## config.mk

```make
export PLATFORM = sky130hd
export DESIGN_NAME = shared_bus_arbiter_flat
export DESIGN_NICKNAME = d
export VERILOG_FILES = /design/src/rtl/shared_bus_arbiter_pkg.sv /design/src/rtl/shared_bus_arbiter_if.sv /design/src/rtl/shared_bus_rr_pick.sv /design/src/rtl/shared_bus_arbiter.sv /design/src/flat_wrapper.sv
export SDC_FILE = /design/constraint.sdc
export NUM_CORES = 1
export LEC_CHECK = 0
export CAP_MARGIN = 20
export CORE_UTILIZATION = 48
export CTS_CLUSTER_SIZE = 28
export DETAILED_ROUTE_END_ITERATION = 8
export PLACE_DENSITY = 0.78
export SYNTH_ARGS = -nofsm -noshare
export SYNTH_HDL_FRONTEND = slang
export SYNTH_SLANG_ARGS = --single-unit
```

## constraint.sdc

```tcl
create_clock -name clk -period 2.1 [get_ports clk]
set_input_delay 0.42 -clock clk [delete_from_list [all_inputs] [get_ports clk]]
set_output_delay 0.42 -clock clk [all_outputs]
set_load 0.02 [all_outputs]
```

## src/rtl/shared_bus_arbiter_pkg.sv

```systemverilog
// Shared definitions for the two-source bus arbiter: FSM states, grant
// encodings and the tenure counter width.
package shared_bus_arbiter_pkg;

    localparam int TENURE_W = 8;
    localparam logic [TENURE_W-1:0] TENURE_ONE = TENURE_W'(1);

    localparam logic [1:0] GRANT_IDLE = 2'b00;
    localparam logic [1:0] GRANT_S0   = 2'b01;
    localparam logic [1:0] GRANT_S1   = 2'b10;

    typedef enum logic [1:0] {
        ST_IDLE   = 2'b00,
        ST_GRANT0 = 2'b01,
        ST_GRANT1 = 2'b10
    } state_e;

    function automatic logic [1:0] grant_of(input state_e st);
        logic [1:0] g;
        case (st)
            ST_GRANT0: g = GRANT_S0;
            ST_GRANT1: g = GRANT_S1;
            ST_IDLE:   g = GRANT_IDLE;
            default:   g = GRANT_IDLE;
        endcase
        return g;
    endfunction

endpackage

```

## src/rtl/shared_bus_arbiter_if.sv

```systemverilog
// Handshake bundle between the two sources, the arbiter and the shared bus
// consumer. The slave modport is the arbiter's view.
interface shared_bus_arbiter_if;

    logic        s0_valid;
    logic        s0_ready;
    logic [2:-2] s0_data;
    logic        s1_valid;
    logic        s1_ready;
    logic [-2:2] s1_data;
    logic        m_valid;
    logic        m_ready;
    logic [2:-2] m_data;
    logic [1:0]  grant;

    modport slave (
        input  s0_valid, s0_data, s1_valid, s1_data, m_ready,
        output s0_ready, s1_ready, m_valid, m_data, grant
    );

    modport master (
        output s0_valid, s0_data, s1_valid, s1_data, m_ready,
        input  s0_ready, s1_ready, m_valid, m_data, grant
    );

endinterface

```

## src/rtl/shared_bus_rr_pick.sv

```systemverilog
// Combinational next-owner selection: round-robin from idle, hold while the
// owner streams, hand over when the owner drops or its tenure expires.
module shared_bus_rr_pick
    import shared_bus_arbiter_pkg::*;
(
    input  state_e state,
    input  logic   s0_valid,
    input  logic   s1_valid,
    input  logic   last,
    input  logic   expired,
    output state_e next_state
);

    // last == 1 means source 1 was served most recently, so source 0 wins a tie
    always_comb begin
        next_state = ST_IDLE;
        case (state)
            ST_IDLE: begin
                if (s0_valid && s1_valid) begin
                    if (last) begin
                        next_state = ST_GRANT0;
                    end else begin
                        next_state = ST_GRANT1;
                    end
                end else if (s0_valid) begin
                    next_state = ST_GRANT0;
                end else if (s1_valid) begin
                    next_state = ST_GRANT1;
                end else begin
                    next_state = ST_IDLE;
                end
            end
            ST_GRANT0: begin
                if (s1_valid && (!s0_valid || expired)) begin
                    next_state = ST_GRANT1;
                end else if (s0_valid) begin
                    next_state = ST_GRANT0;
                end else begin
                    next_state = ST_IDLE;
                end
            end
            ST_GRANT1: begin
                if (s0_valid && (!s1_valid || expired)) begin
                    next_state = ST_GRANT0;
                end else if (s1_valid) begin
                    next_state = ST_GRANT1;
                end else begin
                    next_state = ST_IDLE;
                end
            end
            default: next_state = ST_IDLE;
        endcase
    end

endmodule

```

## src/rtl/shared_bus_arbiter.sv

```systemverilog
// Two-source shared-bus arbiter with bounded grant tenure and a one-word
// registered output slot.
module shared_bus_arbiter
    import shared_bus_arbiter_pkg::*;
#(
    parameter int HOLD_MAX = 10
)
(
    input  logic                 clk,
    input  logic                 rst_n,
    shared_bus_arbiter_if.slave  bus
);

    localparam logic [TENURE_W-1:0] HOLD_C = TENURE_W'(HOLD_MAX);

    state_e              state_r;
    state_e              state_nxt_s;
    logic [1:0]          grant_r;
    logic                last_r;
    logic [TENURE_W-1:0] tenure_r;
    logic [TENURE_W-1:0] tenure_inc_s;
    logic                m_valid_r;
    logic [2:-2]         m_data_r;
    logic                slot_free_s;
    logic                s0_ready_s;
    logic                s1_ready_s;
    logic                acc0_s;
    logic                acc1_s;
    logic                accept_s;
    logic                expired_s;

    // The output slot can take a word when empty or being drained this cycle
    assign slot_free_s = !m_valid_r || bus.m_ready;
    assign s0_ready_s  = (state_r == ST_GRANT0) && slot_free_s;
    assign s1_ready_s  = (state_r == ST_GRANT1) && slot_free_s;
    assign acc0_s      = s0_ready_s && bus.s0_valid;
    assign acc1_s      = s1_ready_s && bus.s1_valid;
    assign accept_s    = acc0_s || acc1_s;

    // Saturating tenure increment; expiry is judged on the post-acceptance value
    always_comb begin
        tenure_inc_s = tenure_r;
        if (tenure_r < HOLD_C) begin
            tenure_inc_s = tenure_r + TENURE_ONE;
        end else begin
            tenure_inc_s = tenure_r;
        end
    end

    assign expired_s = accept_s && (tenure_inc_s == HOLD_C);

    shared_bus_rr_pick u_pick (
        .state      (state_r),
        .s0_valid   (bus.s0_valid),
        .s1_valid   (bus.s1_valid),
        .last       (last_r),
        .expired    (expired_s),
        .next_state (state_nxt_s)
    );

    // FSM, tenure counter, last-served pointer and output slot
    always_ff @(posedge clk) begin
        if (!rst_n) begin
            state_r   <= ST_IDLE;
            grant_r   <= GRANT_IDLE;
            last_r    <= 1'b1;
            tenure_r  <= '0;
            m_valid_r <= 1'b0;
            m_data_r  <= '0;
        end else begin
            state_r <= state_nxt_s;
            grant_r <= grant_of(state_nxt_s);
            if (state_nxt_s != state_r) begin
                tenure_r <= '0;
            end else if (accept_s) begin
                tenure_r <= tenure_inc_s;
            end else begin
                tenure_r <= tenure_r;
            end
            if ((state_r != ST_IDLE) && (state_nxt_s != state_r)) begin
                last_r <= (state_r == ST_GRANT1);
            end else begin
                last_r <= last_r;
            end
            // Packed assignment is positional, so s1_data[-2] lands on m_data[2]
            if (acc0_s) begin
                m_valid_r <= 1'b1;
                m_data_r  <= bus.s0_data;
            end else if (acc1_s) begin
                m_valid_r <= 1'b1;
                m_data_r  <= bus.s1_data;
            end else if (bus.m_ready) begin
                m_valid_r <= 1'b0;
            end else begin
                m_valid_r <= m_valid_r;
            end
        end
    end

    assign bus.s0_ready = s0_ready_s;
    assign bus.s1_ready = s1_ready_s;
    assign bus.m_valid  = m_valid_r;
    assign bus.m_data   = m_data_r;
    assign bus.grant    = grant_r;

endmodule

```

## src/flat_wrapper.sv

```systemverilog
// flat-port wrapper written by rule: the top's interface ports become plain ports
module shared_bus_arbiter_flat import shared_bus_arbiter_pkg::*;
#(
    parameter int HOLD_MAX = 10
)
  (clk, rst_n, bus_s0_valid, bus_s0_data, bus_s1_valid, bus_s1_data, bus_m_ready, bus_s0_ready, bus_s1_ready, bus_m_valid, bus_m_data, bus_grant);
  shared_bus_arbiter_if bus_i ();
  input  logic clk;
  input  logic rst_n;
  input wire logic [$bits(bus_i.s0_valid)-1:0] bus_s0_valid;
  input wire logic [$bits(bus_i.s0_data)-1:0] bus_s0_data;
  input wire logic [$bits(bus_i.s1_valid)-1:0] bus_s1_valid;
  input wire logic [$bits(bus_i.s1_data)-1:0] bus_s1_data;
  input wire logic [$bits(bus_i.m_ready)-1:0] bus_m_ready;
  output wire logic [$bits(bus_i.s0_ready)-1:0] bus_s0_ready;
  output wire logic [$bits(bus_i.s1_ready)-1:0] bus_s1_ready;
  output wire logic [$bits(bus_i.m_valid)-1:0] bus_m_valid;
  output wire logic [$bits(bus_i.m_data)-1:0] bus_m_data;
  output wire logic [$bits(bus_i.grant)-1:0] bus_grant;
  assign bus_i.s0_valid = bus_s0_valid;
  assign bus_i.s0_data = bus_s0_data;
  assign bus_i.s1_valid = bus_s1_valid;
  assign bus_i.s1_data = bus_s1_data;
  assign bus_i.m_ready = bus_m_ready;
  assign bus_s0_ready = bus_i.s0_ready;
  assign bus_s1_ready = bus_i.s1_ready;
  assign bus_m_valid = bus_i.m_valid;
  assign bus_m_data = bus_i.m_data;
  assign bus_grant = bus_i.grant;
  shared_bus_arbiter #(.HOLD_MAX(HOLD_MAX)) u_core (.clk(clk), .rst_n(rst_n), .bus(bus_i));
endmodule
```

==> results.cfg <==
[pwr]
power.share.sequential = 0.535
p_sw_frac = 0.2658
power_density_nw_per_um2 = 521.3
p_int_mw = 0.5297
power_frac_comb = 0.213
clkPwrFrac = 0.253
leakagePower_nw = 0.5938
vdd_drop_max_mv = 0.4828
p_switching_mw = 0.1917

[floorplan]
fp.dieH_um = 48.60
die_w_um = 48.60
start_util = 0.5206
rows = 16
core_um2 = 2002
die_area_um2 = 2361
pin_count = 25

[final_layout]
final_cell_mix = clkdlybuf4s50_1 (22), dfxtp_1 (19), nand2_1 (12)
drive_gt1_frac = 0.1479
final_cells = 169
layout.nets = 159
final_common_cell = clkdlybuf4s50_1
syn_to_final_growth_pct = 32.77
num_antenna_cells = 0

[global_route]
overflow = 0
grt_pass1_vias = 889
grt_pass1_wl_mm = 3.864
antenna_found_initial = 0
grt_use_total = 0.2027
grt_max_degree = 14
grt_use_met3 = 0.01887
grtUsageMet2 = 0.3662
use_met1 = 0.2602
busiest_layer = met2

[sta]
slew_headroom = 0.7235
slew_viol_final = 0
rsz0062_at_grt = false
clock_skew_ps = 4.055
finalHoldViolations = 0
timing.fmax_ghz = 0.4978
report.final.setup_viol = 0
period_minus_slack_ps = 2009
setup_slack_ps = 91.17
tightest_slew_ps = 413.8
fin_crit_sh = 0.9566

[clock_network]
tritoncts = done
root_buffer = clkbuf_4
cts_max_level = 1
clockBufferDepth = 2
cts.sinks = 19
path_clk_slew_ps = 110
cts_made_buffers = 3
clock_latency_ps = 290
cts_hold_buf = 0

[yosys]
yosysTopAreaCell = dfxtp_1
synth_area_leaders = dfxtp_1 (36%), and2_1 (4.8%), mux2i_1 (4.8%)
syn_area_um2 = 1042
yosysWarningCount = 0
synth.distinct_cells = 39
synth-async-reset-ratio = 0
synth_edf_count = 0
synth_top_area_frac = 0.3649
synth-main-ff-cell = dfxtp_1
synth_nets = 126
avgSynthCellArea_um2 = 9.475
ys_seq_elements = 19
seq_area_frac_synth = 0.3649
syn_inst = 110

[placed_design]
io_buffers = 24
pre_cts_ws_ps = -174.3
place.gp.congestion = 0.8053
dp_hpwl_mm = 1.724
dp.cells = 165

[setup_path]
cp_data_required_time_ps = 1680
worstPathMaxFanout = 6
critPathArrivalTime_ps = 1590
worstSetupPathType = primary input to output pin
start_kind = primary input
end_kind = output pin

[detailed_routing]
dr_total_vias = 958
wl_per_cell_um = 13.38
ant_nets = 0
via_per_inst = 5.669
dr.pass1.iters = 4
drt_iter0_drc = 28
drc_errors = 0
routed_wirelength_mm = 2.261

[outcome]
status = finished clean

[worst_hold_path]
hp-class = flip-flop to flip-flop

[run]
cap_violations = 0
==> layer usage <==
| layer | wire (um) | vias to the layer above | part of all wire |
|---|---|---|---|
| met2 | 1112 | 22 | 0.49 |
| met4 | 10 | 0 | 0.0044 |
| met1 | 1065 | 461 | 0.47 |
| li1 | - | 473 | - |
| met3 | 73 | 2 | 0.032 |
| met5 | 0 | - | 0 |
==> flip-flops by register name, summed over array words and instances (netlist names) <==
signal                 flops
u_core.bus.m_data          3
u_core.bus.grant           2
u_core.bus.m_data[-1]      1
u_core.last_r              1
u_core.tenure_r            8
u_core.state_r             2
u_core.bus.m_data[-2]      1
u_core.bus.m_valid         1
==> power by group through the flow <==
stage / logic [mW] / clock network, mW / registers, mW
CTS: 0.154 / 0.190 / 0.386
global placement: 0.152 / 0 / 0.393
floorplan: 0.0705 / 0 / 0.403
detailed placement: 0.155 / 0 / 0.394
global route: 0.164 / 0.208 / 0.388
finish: 0.153 / 0.182 / 0.386
==> cell families after synthesis <==
kind of cell | count (synthesis) | synth area share
XOR/XNOR | 1 | 0.008405
multiplexers | 6 | 0.05882
AO/OA/AOI/OAI | 33 | 0.2857
flip-flops | 19 | 0.3649
adder cells (fa/ha/maj) | 1 | 0.01200
AND/OR/NAND/NOR | 41 | 0.2281
buffers and inverters | 9 | 0.04201
==> Yosys cell counts (2+ instances only) <==
cell type and number:
dfxtp_1 19, nand2_1 12, and2_1 8, nand3_1 6, mux2i_1 5, o211a_1 5
o21ai_0 5, a21oi_1 3, a31oi_1 3, inv_1 3, nor2_1 3, a21boi_0 2
a311oi_1 2, a31oi_4 2, and3b_1 2, buf_2 2, buf_4 2, clkbuf_1 2
nand2b_1 2, o211ai_1 2, o21a_1 2
==> path summary, 6_finish.rpt <==
| path | startpoint | endpoint | slack, ps | cells past startpoint |
|---|---|---|---|---|
| worst min register to register | u_core.bus.m_data[-2] | u_core.bus.m_data[-2] | 510 | 1 |
| worst min-delay path | u_core.bus.m_data[-2] | u_core.bus.m_data[-2] | 510 | 1 |
| worst max register to register | u_core.state_r[0] | u_core.tenure_r[2] | 160 | 6 |
| worst max-delay path | bus_m_ready | bus_s0_ready | 90 | 4 |
==> layout make-up <==
| type | count | area [um^2] |
|---|---|---|
| Inverter | 3 | 11.26 |
| Clock buffer | 3 | 22.52 |
| Tap cell | 27 | 33.78 |
| Clock inverter | 1 | 5.005 |
| Fill cell | 164 | 618.1 |
| Sequential cell | 19 | 380.4 |
| Timing Repair Buffer | 34 | 312.8 |
| Multi-Input combinational cell | 82 | 618.1 |
==> critical path, cell delays in order <==
cell	delay (ps)
clkdlybuf4s50_1	440
nand2b_1	230
and3_1	180
dlygate4sd2_1	320
==> through the flow <==
| step | TNS (ps) | power, mW | hold slack, ps | utilization | cell area (um^2) |
|---|---|---|---|---|---|
| final | 0 | 0.7214 | 511.2 | 0.6913 | 1384 |
| after global routing | 0 | 0.7604 | 528.3 | 0.6913 | 1384 |
| after CTS | 0 | 0.7301 | 514.3 | 0.6913 | 1384 |
| after detailed placement | -1182 | 0.5486 | 487.3 | 0.6788 | 1359 |
| after global placement | -556.9 | 0.5450 | 479.9 | 0.6788 | 1359 |
| after floorplan | 0 | 0.4738 | 487.1 | - | 1042 |
==> what timing repair did <==
| item | in CTS | in global routing |
|---|---|---|
| buffers inserted | 0 | 0 |
| gates resized for setup | 2 | 0 |
| setup endpoints to repair | 2 | 0 |
Power figures use the tool's default switching activity.
